--- src/rtl/pixel_pair_feeder_pkg.sv ---
// Shared definitions for the pixel pair feeder: pixel width and the
// neural_core mode encodings.
package pixel_pair_feeder_pkg;

  localparam int PIX_W = 8;

  typedef enum logic [1:0] {
    MODE_BLEND  = 2'b00,
    MODE_INVERT = 2'b01,
    MODE_BRIGHT = 2'b10,
    MODE_BYPASS = 2'b11
  } mode_e;

endpackage

--- src/rtl/pixel_pair_feeder_if.sv ---
// Bundles the two pixel streams, the config port and the neural_core-facing
// outputs. The master side is the environment, the slave side the feeder.
interface pixel_pair_feeder_if #(
  parameter int CW = 16
);
  import pixel_pair_feeder_pkg::*;

  logic [PIX_W-1:0] a_data;
  logic             a_valid;
  logic             a_ready;
  logic [PIX_W-1:0] b_data;
  logic             b_valid;
  logic             b_ready;
  logic [1:0]       cfg_mode;
  logic [PIX_W-1:0] cfg_param;
  logic             cfg_load;
  logic             hold;
  logic [PIX_W-1:0] pix_t;
  logic [PIX_W-1:0] pix_t1;
  logic [1:0]       mode_o;
  logic [PIX_W-1:0] param_o;
  logic             pair_valid;
  logic             res_valid;
  logic             frame_end;
  logic [CW-1:0]    pix_count;

  modport master (
    output a_data, a_valid, b_data, b_valid, cfg_mode, cfg_param, cfg_load, hold,
    input  a_ready, b_ready, pix_t, pix_t1, mode_o, param_o,
           pair_valid, res_valid, frame_end, pix_count
  );

  modport slave (
    input  a_data, a_valid, b_data, b_valid, cfg_mode, cfg_param, cfg_load, hold,
    output a_ready, b_ready, pix_t, pix_t1, mode_o, param_o,
           pair_valid, res_valid, frame_end, pix_count
  );

endinterface

--- src/rtl/pixel_pair_feeder_pix_fifo.sv ---
// Small synchronous pixel FIFO; pushes to a full FIFO are dropped (no
// pass-through), push and pop may occur together.
module pix_fifo
  import pixel_pair_feeder_pkg::*;
#(
  parameter int DEPTH = 4
) (
  input  logic             clk,
  input  logic             rst_n,
  input  logic             push_i,
  input  logic [PIX_W-1:0] data_i,
  input  logic             pop_i,
  output logic [PIX_W-1:0] head_o,
  output logic             full_o,
  output logic             empty_o
);

  localparam int AW = $clog2(DEPTH);

  logic [PIX_W-1:0] mem_q [DEPTH];
  logic [AW:0]      wrPtr_q;
  logic [AW:0]      rdPtr_q;
  logic             doPush;
  logic             doPop;

  // Extra pointer bit distinguishes full from empty when the indices match.
  assign empty_o = (wrPtr_q == rdPtr_q);
  assign full_o  = (wrPtr_q[AW] != rdPtr_q[AW]) && (wrPtr_q[AW-1:0] == rdPtr_q[AW-1:0]);
  assign head_o  = mem_q[rdPtr_q[AW-1:0]];
  assign doPush  = push_i && !full_o;
  assign doPop   = pop_i && !empty_o;

  always_ff @(posedge clk or negedge rst_n) begin
    if (!rst_n) begin
      wrPtr_q <= '0;
      rdPtr_q <= '0;
    end else begin
      if (doPush) wrPtr_q <= wrPtr_q + (AW+1)'(1);
      if (doPop)  rdPtr_q <= rdPtr_q + (AW+1)'(1);
    end
  end

  always_ff @(posedge clk) begin
    if (doPush) mem_q[wrPtr_q[AW-1:0]] <= data_i;
  end

endmodule

--- src/rtl/pixel_pair_feeder.sv ---
// Pairs buffered A/B pixel streams for neural_core, switches config only at
// frame boundaries and regenerates the valid lost in neural_core's register.
module pixel_pair_feeder
  import pixel_pair_feeder_pkg::*;
#(
  parameter int DEPTH        = 4,
  parameter int FRAME_PIXELS = 1024,
  parameter int CW           = 16
) (
  input  logic               clk,
  input  logic               rst_n,
  pixel_pair_feeder_if.slave bus
);

  localparam logic [CW-1:0] LAST_IDX = CW'(FRAME_PIXELS - 1);

  logic             aFull, aEmpty, bFull, bEmpty;
  logic [PIX_W-1:0] aHead, bHead;
  logic             issue, aPop, bPop;
  mode_e            effMode;
  logic [PIX_W-1:0] effParam;

  mode_e            modeOut_q, modeOut_d, shadowMode_q, shadowMode_d;
  logic [PIX_W-1:0] paramOut_q, paramOut_d, shadowParam_q, shadowParam_d;
  logic             pending_q, pending_d;
  logic [CW-1:0]    nextIdx_q, nextIdx_d, pixCount_q, pixCount_d;
  logic [PIX_W-1:0] pixT_q, pixT_d, pixT1_q, pixT1_d;
  logic             pairValid_q, resValid_q;

  pix_fifo #(.DEPTH(DEPTH)) uFifoA (
    .clk(clk), .rst_n(rst_n), .push_i(bus.a_valid), .data_i(bus.a_data), .pop_i(aPop),
    .head_o(aHead), .full_o(aFull), .empty_o(aEmpty)
  );

  pix_fifo #(.DEPTH(DEPTH)) uFifoB (
    .clk(clk), .rst_n(rst_n), .push_i(bus.b_valid), .data_i(bus.b_data), .pop_i(bPop),
    .head_o(bHead), .full_o(bFull), .empty_o(bEmpty)
  );

  // The last issued config is the active one; a pending shadow takes over
  // only on the issue of a frame's first pixel.
  always_comb begin
    effMode  = modeOut_q;
    effParam = paramOut_q;
    if (pending_q && nextIdx_q == '0) begin
      effMode  = shadowMode_q;
      effParam = shadowParam_q;
    end
    issue = !bus.hold && !aEmpty && (effMode != MODE_BLEND || !bEmpty);
    aPop  = issue;
    bPop  = issue && (effMode == MODE_BLEND);
  end

  always_comb begin
    modeOut_d     = modeOut_q;
    paramOut_d    = paramOut_q;
    shadowMode_d  = shadowMode_q;
    shadowParam_d = shadowParam_q;
    pending_d     = pending_q;
    nextIdx_d     = nextIdx_q;
    pixCount_d    = pixCount_q;
    pixT_d        = pixT_q;
    pixT1_d       = pixT1_q;
    if (issue) begin
      pixT_d     = aHead;
      pixT1_d    = (effMode == MODE_BLEND) ? bHead : '0;
      modeOut_d  = effMode;
      paramOut_d = effParam;
      pixCount_d = nextIdx_q;
      nextIdx_d  = (nextIdx_q == LAST_IDX) ? '0 : nextIdx_q + CW'(1);
      if (nextIdx_q == '0) pending_d = 1'b0;
    end
    // A same-cycle load must survive the index-0 clear above.
    if (bus.cfg_load) begin
      shadowMode_d  = mode_e'(bus.cfg_mode);
      shadowParam_d = bus.cfg_param;
      pending_d     = 1'b1;
    end
  end

  always_ff @(posedge clk or negedge rst_n) begin
    if (!rst_n) begin
      modeOut_q     <= MODE_BLEND;
      paramOut_q    <= '0;
      shadowMode_q  <= MODE_BLEND;
      shadowParam_q <= '0;
      pending_q     <= 1'b0;
      nextIdx_q     <= '0;
      pixCount_q    <= '0;
      pixT_q        <= '0;
      pixT1_q       <= '0;
      pairValid_q   <= 1'b0;
      resValid_q    <= 1'b0;
    end else begin
      modeOut_q     <= modeOut_d;
      paramOut_q    <= paramOut_d;
      shadowMode_q  <= shadowMode_d;
      shadowParam_q <= shadowParam_d;
      pending_q     <= pending_d;
      nextIdx_q     <= nextIdx_d;
      pixCount_q    <= pixCount_d;
      pixT_q        <= pixT_d;
      pixT1_q       <= pixT1_d;
      pairValid_q   <= issue;
      resValid_q    <= pairValid_q;
    end
  end

  assign bus.a_ready    = !aFull;
  assign bus.b_ready    = !bFull;
  assign bus.pix_t      = pixT_q;
  assign bus.pix_t1     = pixT1_q;
  assign bus.mode_o     = modeOut_q;
  assign bus.param_o    = paramOut_q;
  assign bus.pair_valid = pairValid_q;
  assign bus.res_valid  = resValid_q;
  assign bus.frame_end  = pairValid_q && (pixCount_q == LAST_IDX);
  assign bus.pix_count  = pixCount_q;

endmodule

--- src/flat_wrapper.sv ---
// flat-port wrapper written by rule: the top's interface ports become plain ports
module pixel_pair_feeder_flat import pixel_pair_feeder_pkg::*;
#(
  parameter int DEPTH        = 4,
  parameter int FRAME_PIXELS = 1024,
  parameter int CW           = 16
)
  (clk, rst_n, bus_a_data, bus_a_valid, bus_b_data, bus_b_valid, bus_cfg_mode, bus_cfg_param, bus_cfg_load, bus_hold, bus_a_ready, bus_b_ready, bus_pix_t, bus_pix_t1, bus_mode_o, bus_param_o, bus_pair_valid, bus_res_valid, bus_frame_end, bus_pix_count);
  pixel_pair_feeder_if #(.CW(CW)) bus_i ();
  input  logic clk;
  input  logic rst_n;
  input wire logic [$bits(bus_i.a_data)-1:0] bus_a_data;
  input wire logic [$bits(bus_i.a_valid)-1:0] bus_a_valid;
  input wire logic [$bits(bus_i.b_data)-1:0] bus_b_data;
  input wire logic [$bits(bus_i.b_valid)-1:0] bus_b_valid;
  input wire logic [$bits(bus_i.cfg_mode)-1:0] bus_cfg_mode;
  input wire logic [$bits(bus_i.cfg_param)-1:0] bus_cfg_param;
  input wire logic [$bits(bus_i.cfg_load)-1:0] bus_cfg_load;
  input wire logic [$bits(bus_i.hold)-1:0] bus_hold;
  output wire logic [$bits(bus_i.a_ready)-1:0] bus_a_ready;
  output wire logic [$bits(bus_i.b_ready)-1:0] bus_b_ready;
  output wire logic [$bits(bus_i.pix_t)-1:0] bus_pix_t;
  output wire logic [$bits(bus_i.pix_t1)-1:0] bus_pix_t1;
  output wire logic [$bits(bus_i.mode_o)-1:0] bus_mode_o;
  output wire logic [$bits(bus_i.param_o)-1:0] bus_param_o;
  output wire logic [$bits(bus_i.pair_valid)-1:0] bus_pair_valid;
  output wire logic [$bits(bus_i.res_valid)-1:0] bus_res_valid;
  output wire logic [$bits(bus_i.frame_end)-1:0] bus_frame_end;
  output wire logic [$bits(bus_i.pix_count)-1:0] bus_pix_count;
  assign bus_i.a_data = bus_a_data;
  assign bus_i.a_valid = bus_a_valid;
  assign bus_i.b_data = bus_b_data;
  assign bus_i.b_valid = bus_b_valid;
  assign bus_i.cfg_mode = bus_cfg_mode;
  assign bus_i.cfg_param = bus_cfg_param;
  assign bus_i.cfg_load = bus_cfg_load;
  assign bus_i.hold = bus_hold;
  assign bus_a_ready = bus_i.a_ready;
  assign bus_b_ready = bus_i.b_ready;
  assign bus_pix_t = bus_i.pix_t;
  assign bus_pix_t1 = bus_i.pix_t1;
  assign bus_mode_o = bus_i.mode_o;
  assign bus_param_o = bus_i.param_o;
  assign bus_pair_valid = bus_i.pair_valid;
  assign bus_res_valid = bus_i.res_valid;
  assign bus_frame_end = bus_i.frame_end;
  assign bus_pix_count = bus_i.pix_count;
  pixel_pair_feeder #(.DEPTH(DEPTH), .FRAME_PIXELS(FRAME_PIXELS), .CW(CW)) u_core (.clk(clk), .rst_n(rst_n), .bus(bus_i));
endmodule
--- config.mk ---
export PLATFORM = sky130hd
export DESIGN_NAME = pixel_pair_feeder_flat
export DESIGN_NICKNAME = d
export VERILOG_FILES = /design/src/rtl/pixel_pair_feeder_pkg.sv /design/src/rtl/pixel_pair_feeder_if.sv /design/src/rtl/pixel_pair_feeder_pix_fifo.sv /design/src/rtl/pixel_pair_feeder.sv /design/src/flat_wrapper.sv
export SDC_FILE = /design/constraint.sdc
export NUM_CORES = 1
export LEC_CHECK = 0
export BUFFER_PORTS_ARGS = -buffer_cell sky130_fd_sc_hd__buf_2
export CAP_MARGIN = 20
export CORE_UTILIZATION = 40
export DETAILED_ROUTE_END_ITERATION = 8
export PLACE_DENSITY = 0.63
export SETUP_SLACK_MARGIN = 0.2
export SLEW_MARGIN = 20
export SYNTH_ARGS = -nofsm -noshare
export SYNTH_HDL_FRONTEND = slang
export SYNTH_SLANG_ARGS = --single-unit
--- constraint.sdc ---
create_clock -name clk -period 4.5 [get_ports clk]
set_input_delay 0.9 -clock clk [delete_from_list [all_inputs] [get_ports clk]]
set_output_delay 0.9 -clock clk [all_outputs]
set_load 0.05 [all_outputs]
==> qor.yml <==
drt:
  drc: 0
  routed_via_density: 5.182
  drt-total-wl_um: 11610
  drtIter0Drc: 172
  vias: 3534
  drt_first_pass_iters: 4
  ant_nets: 0
  avgRoutedWirePerCell_um: 17.02
power_and_ir_drop:
  switching_share_pct: 38.15
  p_sw_mw: 2.083
  seq_power_share_pct: 39.1
  ir_drop_uv: 294.5
  leakagePower_nw: 3.008
  power.density_nw_per_um2: 747.9
  power.internal_mw: 3.378
  power_mw: 5.461
  p_comb_share_pct: 34.6
  clkPwrFrac_pct: 26.2
setup_path:
  r2r_cells: 9
  ff2ff_setup_slack_ps: 1780
  cp-start-kind: "flip-flop"
  arrival_ps: 2390
  critPathMaxFanout: 3
  endpoint_kind: "primary output"
  cp_data_required_time_ps: 3600
  startpoint: "u_core.bus.pix_count[11]"
  worstSetupPathType: "reg2out"
  reg2reg_to: "u_core.bus.pix_count[7]"
  r2r-start: "u_core.nextIdx_q[0]"
  endpoint: "bus_frame_end"
yosys:
  ys_top_cells_by_count: "dfrtp_1 (83), edfxtp_1 (64), mux2_2 (47), inv_1 (18), mux4_2 (16)"
  ys_ff_latch: 147
  synthTopCellsByArea: "dfrtp_1 (34%), edfxtp_1 (31%), mux2_2 (8.6%), mux4_2 (5.8%), ha_1 (2.4%)"
  synth_cell_types: 48
  synth_edf_count: 64
  synth.cell_area_um2: 6165
  seq_area_frac_synth_pct: 64.87
  syn_inst: 398
  synth.most_common_cell: "dfrtp_1"
  ys_warn_count: 0
  synthFlopType: "dfrtp_1"
  syn_area_per_cell_um2: 15.49
  synthArstFlopShare_pct: 56.46
  synth_top_area_cell: "dfrtp_1"
  syn_nets: 442
  yosysTopAreaCellShare_pct: 33.69
clock_network:
  cts_buffer_depth: 2
  ctsRootBufferMaster: "clkbuf_16"
  holdBufCountCts: 0
  cts_tree: "done"
  cts-buffers-inserted: 17
  clkLatencyLatePin_ps: 420
  path_clk_slew_ps: 60
  postCtsSetupBuffers: 0
  clock_sinks: 147
  htreeDepth: 4
  cts_resized: 0
placed_design:
  placed_area_um2: 6695
  hpwlAfterDp_um: 7637
  pre_cts_ws_ps: 1662
  numPortBuffers: 78
  place_congestion: 0.7731
  numPlacedInstances: 650
cells_and_area:
  synthToLayoutAreaGrowth_pct: 18.45
  finalInstanceArea_um2: 7302
  utilization_pct: 48.21
  nets: 525
  num_antenna_cells: 0
  drive_gt1_share_pct: 38.06
  nFillCells: 1308
  multiInputGateArea_um2: 1971
  seq_area_um2: 3999
  layoutNonFillerInstCount: 682
sta:
  worst_pin_slew_ps: 678.8
  finalHoldViolCount: 0
  rsz0062_at_grt: "false"
  hold_slack_ps: 459.1
  fin_skew_ps: 6.388
  fmax_ghz: 0.3039
  finalSetupTns_ps: 0
  final.min_clock_period_ps: 3291
  relSlewSlack_pct: 54.75
  setup_viol: 0
  maxSlewViolCount: 0
  setup_ws_ps: 1209
  finalCritPeriodShare_pct: 73.12
outcome:
  status: "complete, no violations"
global_route:
  gr-total-overflow: 0
  grt_max_degree: 53
  grt_first_pass_wirelength_um: 19380
  grt_pass1_vias: 3746
  grt_antenna_before_repair: 0
  track_usage_pct: 16.01
die:
  start_util_pct: 40.70
  core_um2: 15150
  num_io_pins: 79
  die_y_um: 126.1
  die_area_um2: 15910
  rows: 45
  fp.dieW_um: 126.1
min_path:
  hp-class: "reg2reg"
flow_run:
  drv_cap: 0
final cells by class:
cell class	count	area share [%]
tap	188	3.221
clock buffer	17	5.826
timing repair buffer	82	5.792
multi-input combinational	215	26.99
inverter	18	0.9253
clock inverter	15	2.485
sequential	147	54.76
power groups by stage:
stage	Clock, mW	Combinational, mW	Sequential [mW]
2_1_floorplan	0	1.19	2.46
3_3_place_gp	0	1.88	2.15
3_5_place_dp	0	1.91	2.17
4_1_cts	1.47	1.92	2.15
5_1_grt	1.52	2.07	2.21
6_report	1.43	1.89	2.14
state kept, by name, summed over array words and instances (netlist names), 2 cells and up:
register               cells
u_core.bus.mode_o          2
u_core.bus.param_o         8
u_core.bus.pix_count      16
u_core.bus.pix_t           8
u_core.bus.pix_t1          8
u_core.nextIdx_q          16
u_core.shadowMode_q        2
u_core.shadowParam_q       8
u_core.uFifoA.mem_q       32
u_core.uFifoA.rdPtr_q      3
u_core.uFifoA.wrPtr_q      3
u_core.uFifoB.mem_q       32
u_core.uFifoB.rdPtr_q      3
u_core.uFifoB.wrPtr_q      3
worst min path at each step:
stage	start	endpoint	slack [ps]	cells after the start
2_1_floorplan	u_core.uFifoA.rdPtr_q[2]	u_core.uFifoA.rdPtr_q[2]	460	1
3_3_place_gp	u_core.bus.pair_valid	u_core.bus.res_valid	440	0
3_5_place_dp	u_core.bus.pair_valid	u_core.bus.res_valid	430	0
4_1_cts	u_core.bus.pair_valid	u_core.bus.res_valid	450	0
5_1_grt	u_core.bus.pair_valid	u_core.bus.res_valid	450	0
6_report	u_core.bus.pair_valid	u_core.bus.res_valid	460	0
metal layers:
metal,vias to the layer above,share of wire [%],global-route usage [%]
met5,-,0,0
met4,0,1.8,6.945
met3,14,4.2,4.248
met2,81,50,26.42
met1,1776,44,19.86
li1,1663,-,-
worst max-delay path, stage by stage, from the launching register on:
cell and delay (ps):
dfrtp_1 400, or4b_2 680, or4_1 430, nor4_1 160, buf_2 300
kinds of logic (layout without fill, tap and decap cells):
| kind of cell | count (synthesis) | in the layout | share of synthesized area, % |
|---|---|---|---|
| AOI/OAI and AO/OA | 39 | 39 | 4.607 |
| xor gates and xnor gates | 19 | 19 | 2.699 |
| adders and majority gates | 12 | 12 | 2.435 |
| buffers and inverters | 36 | 132 | 3.166 |
| DFF | 147 | 147 | 64.87 |
| muxes | 64 | 64 | 14.65 |
| and+or+nand+nor | 81 | 81 | 7.571 |
cell usage in the layout (no fill, tap or decap), types with 3 or more instances in the layout:
cell / n
a21oi_1: 3
and2_1: 6
and3_1: 5
buf_2: 77
buf_4: 5
bufinv_16: 3
clkbuf_16: 17
clkinv_4: 3
clkinvlp_4: 5
dfrtp_1: 83
edfxtp_1: 64
ha_1: 12
inv_1: 18
mux2_2: 47
mux4_2: 16
nand2_1: 14
nand3_1: 8
nand4_1: 9
nor2_1: 13
nor3_1: 5
nor4_1: 5
o21ai_0: 10
o2bb2ai_1: 8
o31ai_1: 9
or4_1: 3
xnor2_1: 12
xor2_1: 7
No activity file was read; power rests on OpenSTA's default activity.
